==> src/rtl/pc_sequencer_pkg.sv <==
// Shared constants and types for the fetch sequencer: MIPS opcode/funct values,
// ALU op encodings, FSM states and the ID/EX control bundle.
package pc_sequencer_pkg;

  localparam logic [5:0] OP_RTYPE = 6'h00;
  localparam logic [5:0] OP_J     = 6'h02;
  localparam logic [5:0] OP_BEQ   = 6'h04;
  localparam logic [5:0] OP_SW    = 6'h2B;

  localparam logic [5:0] FN_ADD = 6'h20;
  localparam logic [5:0] FN_SUB = 6'h22;
  localparam logic [5:0] FN_AND = 6'h24;
  localparam logic [5:0] FN_OR  = 6'h25;
  localparam logic [5:0] FN_SLT = 6'h2A;

  localparam logic [2:0] ALU_AND = 3'b000;
  localparam logic [2:0] ALU_OR  = 3'b001;
  localparam logic [2:0] ALU_ADD = 3'b010;
  localparam logic [2:0] ALU_SUB = 3'b110;
  localparam logic [2:0] ALU_SLT = 3'b111;

  typedef enum logic [1:0] {
    ST_IDLE = 2'd0,
    ST_RUN  = 2'd1,
    ST_HALT = 2'd2
  } state_t;

  typedef struct packed {
    logic       regDst;
    logic       regWrite;
    logic       aluSrc;
    logic       jump;
    logic       branch;
    logic [2:0] aluOp;
  } ctrl_t;

  localparam ctrl_t CTRL_NONE = '0;

  // Unknown R-type functs fall back to ADD so the datapath stays well defined.
  function automatic logic [2:0] functToAluOp(input logic [5:0] funct);
    case (funct)
      FN_ADD:  return ALU_ADD;
      FN_SUB:  return ALU_SUB;
      FN_AND:  return ALU_AND;
      FN_OR:   return ALU_OR;
      FN_SLT:  return ALU_SLT;
      default: return ALU_ADD;
    endcase
  endfunction

endpackage

==> src/rtl/pc_sequencer_ctrl_decode.sv <==
// Combinational decode of a fetched word's opcode/funct into the control bundle
// that the sequencer registers as the ID/EX stage.
module pc_sequencer_ctrl_decode
  import pc_sequencer_pkg::*;
(
  input  logic [5:0] i_opcode,
  input  logic [5:0] i_funct,
  output ctrl_t      o_ctrl
);

  always_comb begin
    o_ctrl = CTRL_NONE;
    case (i_opcode)
      OP_RTYPE: begin
        o_ctrl.regDst   = 1'b1;
        o_ctrl.regWrite = 1'b1;
        o_ctrl.aluSrc   = 1'b0;
        o_ctrl.aluOp    = functToAluOp(i_funct);
      end
      OP_J: begin
        o_ctrl.aluSrc = 1'b1;
        o_ctrl.jump   = 1'b1;
        o_ctrl.aluOp  = ALU_ADD;
      end
      OP_BEQ: begin
        o_ctrl.branch = 1'b1;
        o_ctrl.aluOp  = ALU_SUB;
      end
      OP_SW: begin
        o_ctrl.aluSrc = 1'b1;
        o_ctrl.aluOp  = ALU_ADD;
      end
      default: begin
        o_ctrl.regWrite = 1'b1;
        o_ctrl.aluSrc   = 1'b1;
        o_ctrl.aluOp    = ALU_ADD;
      end
    endcase
  end

endmodule

==> src/rtl/pc_sequencer.sv <==
// Fetch sequencer: owns the PC (entry, +4, jump, branch redirect, stall), the
// IDLE/RUN/HALT FSM, the issued-instruction counter and the ID/EX control register.
module pc_sequencer
  import pc_sequencer_pkg::*;
#(
  parameter int              XLEN      = 32,
  parameter logic [XLEN-1:0] ENTRY_PC  = XLEN'(128),
  parameter int              MAX_INSNS = 0,
  parameter int              CNT_W     = 16
) (
  input  logic             clk,
  input  logic             rst_n,
  input  logic             start,
  input  logic [XLEN-1:0]  ins,
  input  logic             stall,
  input  logic             branch_taken,
  input  logic [XLEN-1:0]  branch_target,
  output logic [XLEN-1:0]  pc,
  output logic [XLEN-1:0]  pc_plus4,
  output logic             ctrl_valid,
  output logic             reg_dst,
  output logic             reg_write,
  output logic             alu_src,
  output logic             jump,
  output logic             branch,
  output logic [2:0]       alu_op,
  output logic [CNT_W-1:0] issued_cnt,
  output logic             busy,
  output logic             halted
);

  localparam bit              HAS_LIMIT = (MAX_INSNS != 0);
  localparam logic [CNT_W-1:0] LAST_CNT = CNT_W'(MAX_INSNS - 1);

  state_t           r_state;
  state_t           w_nextState;
  logic [XLEN-1:0]  r_pc;
  logic [XLEN-1:0]  w_nextPc;
  logic [XLEN-1:0]  w_pcPlus4;
  logic [XLEN-1:0]  w_jumpPc;
  logic [CNT_W-1:0] r_cnt;
  ctrl_t            r_ctrl;
  ctrl_t            w_decCtrl;
  logic             r_ctrlValid;
  logic             w_issue;
  logic             w_limitHit;
  logic             w_restart;

  pc_sequencer_ctrl_decode u_decode (
    .i_opcode (ins[31:26]),
    .i_funct  (ins[5:0]),
    .o_ctrl   (w_decCtrl)
  );

  assign w_pcPlus4  = r_pc + XLEN'(4);
  assign w_jumpPc   = {w_pcPlus4[XLEN-1:28], ins[25:0], 2'b00};
  assign w_issue    = (r_state == ST_RUN) && !stall && !branch_taken;
  assign w_limitHit = HAS_LIMIT && w_issue && (r_cnt == LAST_CNT);

  always_ff @(posedge clk) begin
    if (!rst_n) r_state <= ST_IDLE;
    else        r_state <= w_nextState;
  end

  // The limiting instruction still issues on the edge that moves us to HALT.
  always_comb begin
    w_nextState = r_state;
    w_nextPc    = r_pc;
    w_restart   = 1'b0;
    case (r_state)
      ST_IDLE, ST_HALT: begin
        if (start) begin
          w_nextState = ST_RUN;
          w_nextPc    = ENTRY_PC;
          w_restart   = 1'b1;
        end
      end
      ST_RUN: begin
        if (w_limitHit) w_nextState = ST_HALT;
        if (branch_taken)        w_nextPc = branch_target;
        else if (stall)          w_nextPc = r_pc;
        else if (w_decCtrl.jump) w_nextPc = w_jumpPc;
        else                     w_nextPc = w_pcPlus4;
      end
      default: w_nextState = ST_IDLE;
    endcase
  end

  // Bubbles and squashes clear only ctrl_valid; the control fields hold their last value.
  always_ff @(posedge clk) begin
    if (!rst_n) begin
      r_pc        <= ENTRY_PC;
      r_cnt       <= '0;
      r_ctrl      <= CTRL_NONE;
      r_ctrlValid <= 1'b0;
    end else begin
      r_pc        <= w_nextPc;
      r_ctrlValid <= w_issue;
      if (w_issue) r_ctrl <= w_decCtrl;
      if (w_restart)                   r_cnt <= '0;
      else if (w_issue && r_cnt != '1) r_cnt <= r_cnt + CNT_W'(1);
    end
  end

  assign pc         = r_pc;
  assign pc_plus4   = w_pcPlus4;
  assign ctrl_valid = r_ctrlValid;
  assign reg_dst    = r_ctrl.regDst;
  assign reg_write  = r_ctrl.regWrite;
  assign alu_src    = r_ctrl.aluSrc;
  assign jump       = r_ctrl.jump;
  assign branch     = r_ctrl.branch;
  assign alu_op     = r_ctrl.aluOp;
  assign issued_cnt = r_cnt;
  assign busy       = (r_state == ST_RUN);
  assign halted     = (r_state == ST_HALT);

endmodule
==> config.mk <==
export PLATFORM = sky130hd
export DESIGN_NAME = pc_sequencer
export DESIGN_NICKNAME = d
export VERILOG_FILES = /design/src/rtl/pc_sequencer_pkg.sv /design/src/rtl/pc_sequencer_ctrl_decode.sv /design/src/rtl/pc_sequencer.sv
export SDC_FILE = /design/constraint.sdc
export NUM_CORES = 1
export LEC_CHECK = 0
export CAP_MARGIN = 10
export CORE_MARGIN = 4
export CORE_UTILIZATION = 40
export DETAILED_ROUTE_END_ITERATION = 6
export PLACE_DENSITY = 0.78
export SLEW_MARGIN = 30
export SYNTH_ARGS = -nofsm -noshare
export SYNTH_HDL_FRONTEND = slang
export SYNTH_SLANG_ARGS = --single-unit
==> constraint.sdc <==
create_clock -name clk -period 2.2 [get_ports clk]
set_input_delay 0.44 -clock clk [delete_from_list [all_inputs] [get_ports clk]]
set_output_delay 0.44 -clock clk [all_outputs]
set_load 0.1 [all_outputs]
### Word level (Yosys, flattened, before mapping)

Index checks and enable logic that the tools add are counted.

| storage, ports and cells | value |
|---|---|
| output and inout bits | 91 |
| word-level logic and storage cells | 56 |
| register bits | 59 |

| operators by class | value |
|---|---|
| add/sub/neg operators | 2 |
| equality and inequality tests | 12 |
| bitwise gates (word level) | 2 |
| multiplexer cells | 16 |
| reductions and logical operators | 14 |

Operators by type and width:

| cell | count |
|---|---|
| two-way mux 32 bit | 3 |
| one-hot mux 32 bit (2 select lines) | 1 |
| adder 32 x 3 -> 32 bit, second input constant | 1 |
| == test 6 bit, second input constant | 5 |
| two-way mux 28 bit | 1 |
| adder 16 x 1 -> 16 bit, second input constant | 1 |
| inequality test 16 bit, second input constant | 1 |
| one-hot mux 3 bit (4 select lines) | 1 |
| two-way mux 1 bit | 7 |
| == test 6 x 2 -> 1 bit, second input constant | 1 |
| == test 6 x 3 -> 1 bit, second input constant | 1 |
| zero test 6 bit | 1 |
| one-hot mux 3 bit (2 select lines) | 1 |
| OR reduction 2 bit | 3 |
| one-hot mux 2 bit (2 select lines) | 1 |
| logical AND 1 bit | 3 |
| inequality test 3 bit, second input constant | 1 |
| AND reduction 3 bit | 1 |
| OR reduction 3 bit | 1 |
| == test 2 x 1 -> 1 bit, second input constant | 1 |
| == test 2 bit, second input constant | 1 |
| zero test 1 bit | 2 |
| zero test 2 bit | 1 |
| two-way mux 2 bit | 1 |
| 4 further kinds | 5 |

### Logic depth before layout (Yosys ltp)

Gate-level depths: netlist (run 1).

| depth | value |
|---|---|
| word-level depth | 6 |
| gate-level depth with buffers | 8 |
| depth with buffers taken out | 6 |

### Hierarchy

From an unflattened synthesis (run 1), not the netlist that was laid out.

| second synthesis, totals | value |
|---|---|
| cell total of the unflattened synthesis | 503 |
| area, all modules | 3839.9 um2 |

Modules (own cells, without submodules):

| module | instances | seq. area each (um2) | cells each | area an instance (um2) |
|---|---|---|---|---|
| pc_sequencer | 1 | 1161.1 | 483 | 3706.1 |
| pc_sequencer_ctrl_decode | 1 | 0.0 | 20 | 133.9 |

### Least setup slack after synthesis (run 1)

Ideal clock, no wire load.

| timing | value |
|---|---|
| path type | register -> output |
| from | register r_pc[2] (netlist: pc[2]) |
| to | output pc_plus4[18] |
| buffers on the path | 0 |
| data arrival time | 3879 ps |
| data required time | 1760 ps |
| path slack | -2119 ps |
| stages on the path, launching flop included | 7 |
| path through | dfxtp_1 -> ha_1 -> and3_1 -> nand2_1 -> nor3_1 -> nand3_1 -> xnor2_1 |

| between the ends | value |
|---|---|
| word-level cells in the longest chain between the ends | 1 |

RTL lines:

| item | line | text |
|---|---|---|
| start: declaration | pc_sequencer.sv:37 | `logic [XLEN-1:0] r_pc;` |
| start signal: assignment | pc_sequencer.sv:97 | `r_pc <= w_nextPc;` |
| adder 32 x 3 -> 32 bit | pc_sequencer.sv:55 | `assign w_pcPlus4 = r_pc + XLEN'(4);` |
| end: declaration | pc_sequencer.sv:19 | `output logic [XLEN-1:0] pc_plus4,` |

No other way between the ends.

### Worst setup path in the final report (run 1)

| timing | value |
|---|---|
| from | register r_pc[19] (netlist: pc[19]) |
| to | output pc_plus4[25] |

Same word-level chain as after synthesis.

==> flow_metrics.tcl, run 1 <==
set metrics [dict create \
    outcome "finished with violations" \
    violations "negative setup slack" \
    synth_edf_count 0 \
    avgSynthCellArea_um2 7.70 \
    skew_ns 0.00883 \
    worst_skew_pair.late_latency_ns 0.35 \
    grt_max_degree 38 \
    nets 833 \
    critical_path_peak_fanout 9 \
    vias 5416 \
    rows 35 \
    critPathLaunchType "flop" \
    final_antenna_net_count 0 \
    grt-ovfl-total 0 \
    holdPathEnd "alu_op[2]" \
    grt_usage_pct 31.5 \
    pre_cts_slack_ns -0.463 \
    routedWlPerCell_um 20.6 \
    crit_family "simple AND/OR/NAND/NOR gates" \
    portBuffers 158 \
    ir_drop_uv 384 \
    place_congestion 0.998 \
    hold_ws_ns 0.477 \
    cts_tree "yes" \
    cp_common_cell "nand4_1" \
    dieArea_um2 11500 \
    critical_path.cell_chain "buf_4, nand4_1, nor2_1, nand4_1, xnor2_4, buf_12" \
    multi_input_area_um2 3170 \
    yosysSeqAreaShare_pct 29.6 \
    p_leak_nw 3.26 \
    critPathSlowestCell "dfxtp_4" \
    grt_first_pass_wirelength_um 28800 \
    powerDensity_nw_per_um2 433 \
    final_cell_mix "buf_4 (161), clkdlybuf4s50_1 (64), nand2_1 (43), nor2_1 (40), a21oi_1 (35)" \
    maxSlewViolCount 0 \
    final_common_cell "buf_4" \
    clock_path_buffers 2 \
    htree_levels 3 \
    min_period_ns 2.49 \
    worstPathRequired_ns 1.76 \
    rsz0062_at_grt "yes" \
    drt_iter0_markers 590 \
    timing.rr.end "pc[26]" \
    synthFlopType "dfxtp_1" \
    clk_pin_slew_ns 0.08 \
    timing.final.ws_setup_ns -0.289 \
    synthAdderAreaFrac_pct 0.637 \
    muxShareOfSynthArea_pct 2.68 \
    drv_cap 0 \
    rr_worst_depth 9 \
    place_hpwl_um 13100 \
    async_reset_ff_share_pct 0 \
    max_clock_freq_mhz 402 \
    route.final.wire_length_um 18500 \
    cts_made_buffers 9 \
    layout_worst_path_cycle_share_pct 113 \
    hp-start "alu_op[2]" \
    drive_gt1_share_pct 44.6 \
    report.final.hold_viol_count 0 \
    end_kind "primary output" \
    synth.cell_area_um2 3930 \
    die_h_um 107 \
    core_area_um2 9420 \
    crit_buf_inv 2 \
    yosysWarnings 0 \
    n_antenna_cell 0 \
    worst-setup-path-type "reg -> out" \
    drt_first_pass_iters 6 \
    fin_util_pct 80.7 \
    arrival_ns 2.05 \
    reg2reg_from "pc[3]" \
    worst_path_largest_cell_delay_ns 0.35 \
    die_width_um 107 \
    start_util_pct 41.7 \
    vias_per_cell 6.04 \
    area_growth_pct 93.5 \
    setup_violations 20 \
    synth_compound_area_share_pct 24.9 \
    grt_antenna_before_repair 0 \
    hp-class "reg -> reg" \
    cts-root-buf "clkbuf_8" \
    synth_xor_area_share_pct 8.25 \
    synthCells 510 \
    r2r_slack_ns 0.28 \
    n_fill_cell 557 \
    drt_drc_violations_left 0 \
    seq_area_um2 1280 \
    holdPathStages 2 \
    ys_types 70 \
    synthSimpleGateAreaFrac_pct 27.7 \
    syn_nets 581 \
    synth-seq-cells 58 \
    ioPinCount 160 \
    cts_sinks 58 \
    grt_pass1_vias 5460 \
    synth_top_family_by_area "simple AND/OR/NAND/NOR gates" \
]
[final cells by class]
cell class                      instances  area share, %
Multi-Input combinational cell        397           41.7
Timing Repair Buffer                  276           35.6
Sequential cell                        58           16.8
Clock buffer                           11           2.29
Tap cell                              129           2.12
Inverter                               20          0.987
Clock inverter                          5          0.510
[Yosys cell counts, types with 13 or more instances]
master,n,area share (%)
nand4_1,14,2.2
nand3_1,16,2.0
clkbuf_1,18,1.7
inv_1,20,1.9
nor2_1,45,4.3
xnor2_1,22,4.9
nor3_1,13,1.7
xor2_1,15,3.3
o21ai_0,20,2.5
a21oi_1,35,4.5
dfxtp_1,58,30
nand2_1,48,4.6
[stage by stage]
stage          area [um^2]  power [W]  cells  setup TNS [ns]
2_1_floorplan         4560    0.00176    510           -9.79
3_3_place_gp          7000    0.00218    852           -5.45
3_5_place_dp          7000    0.00220    852           -6.57
4_1_cts               7520    0.00326    891           -3.10
5_1_grt               7600    0.00337    896           -4.68
6_report              7600    0.00329    896           -3.77
[metal layers]
metal | share of wire, % | GRT usage, % | up-vias
li1 | - | - | 2414
met1 | 38 | 39.7 | 2555
met2 | 47 | 51.4 | 362
met3 | 10 | 6.20 | 85
met4 | 4.3 | 14.7 | 0
met5 | 0 | 0 | -
[where the power goes]
part	leakage, nW	internal [W]	switching (W)	total [W]
registers	0.498	0.00106	0.0000317	0.00109
logic	2.65	0.000421	0.000705	0.00113
clock network	0.111	0.000557	0.000518	0.00108
[sequential cells by signal (all words and copies together) (netlist names)]
name and flops:
reg_write 1, alu_src 1, r_state 1, ctrl_valid 1, branch 1, issued_cnt 16, pc 32, jump 1
reg_dst 1, alu_op 3
[worst max path at each step]
stage,start,slack [ns],depth (start not counted),end
detailed placement,ins[29],-0.46,7,pc[18]
finish,pc[19],-0.29,6,pc_plus4[25]
global route,pc[19],-0.35,6,pc_plus4[25]
global placement,ins[26],-0.39,7,pc[18]
floorplan,pc[11],-0.49,5,pc_plus4[26]
CTS,pc[2],-0.25,6,pc_plus4[25]
[tightest hold or removal path, stage by stage (launching register included)]
cell	delay, ns
dfxtp_1	0.32
nand2_1	0.05
a21oi_1	0.05
[repair_timing]
item	CTS	global route
gates resized for setup	44	12
setup endpoints to repair	23	31
hold buffers	0	0
buffers inserted	23	6
pin swaps	37	24
gates cloned	1	0
[cell families after synthesis]
| family | count (synthesis) |
|---|---|
| AND/OR/NAND/NOR | 203 |
| AO/OA/AOI/OAI | 143 |
| flip-flops | 58 |
| buffers and inverters | 56 |
| XOR/XNOR | 37 |
| multiplexers | 10 |
| adder cells (fa/ha/maj) | 2 |
| other | 1 |
(Power assumes the default switching activity.)
==> inputs of run 2 (changes only) <==
- CTS_CLUSTER_DIAMETER: unset -> 60
==> results of run 2 <==
Same layout as run 1: the final DEF is identical, and so are final timing and power.
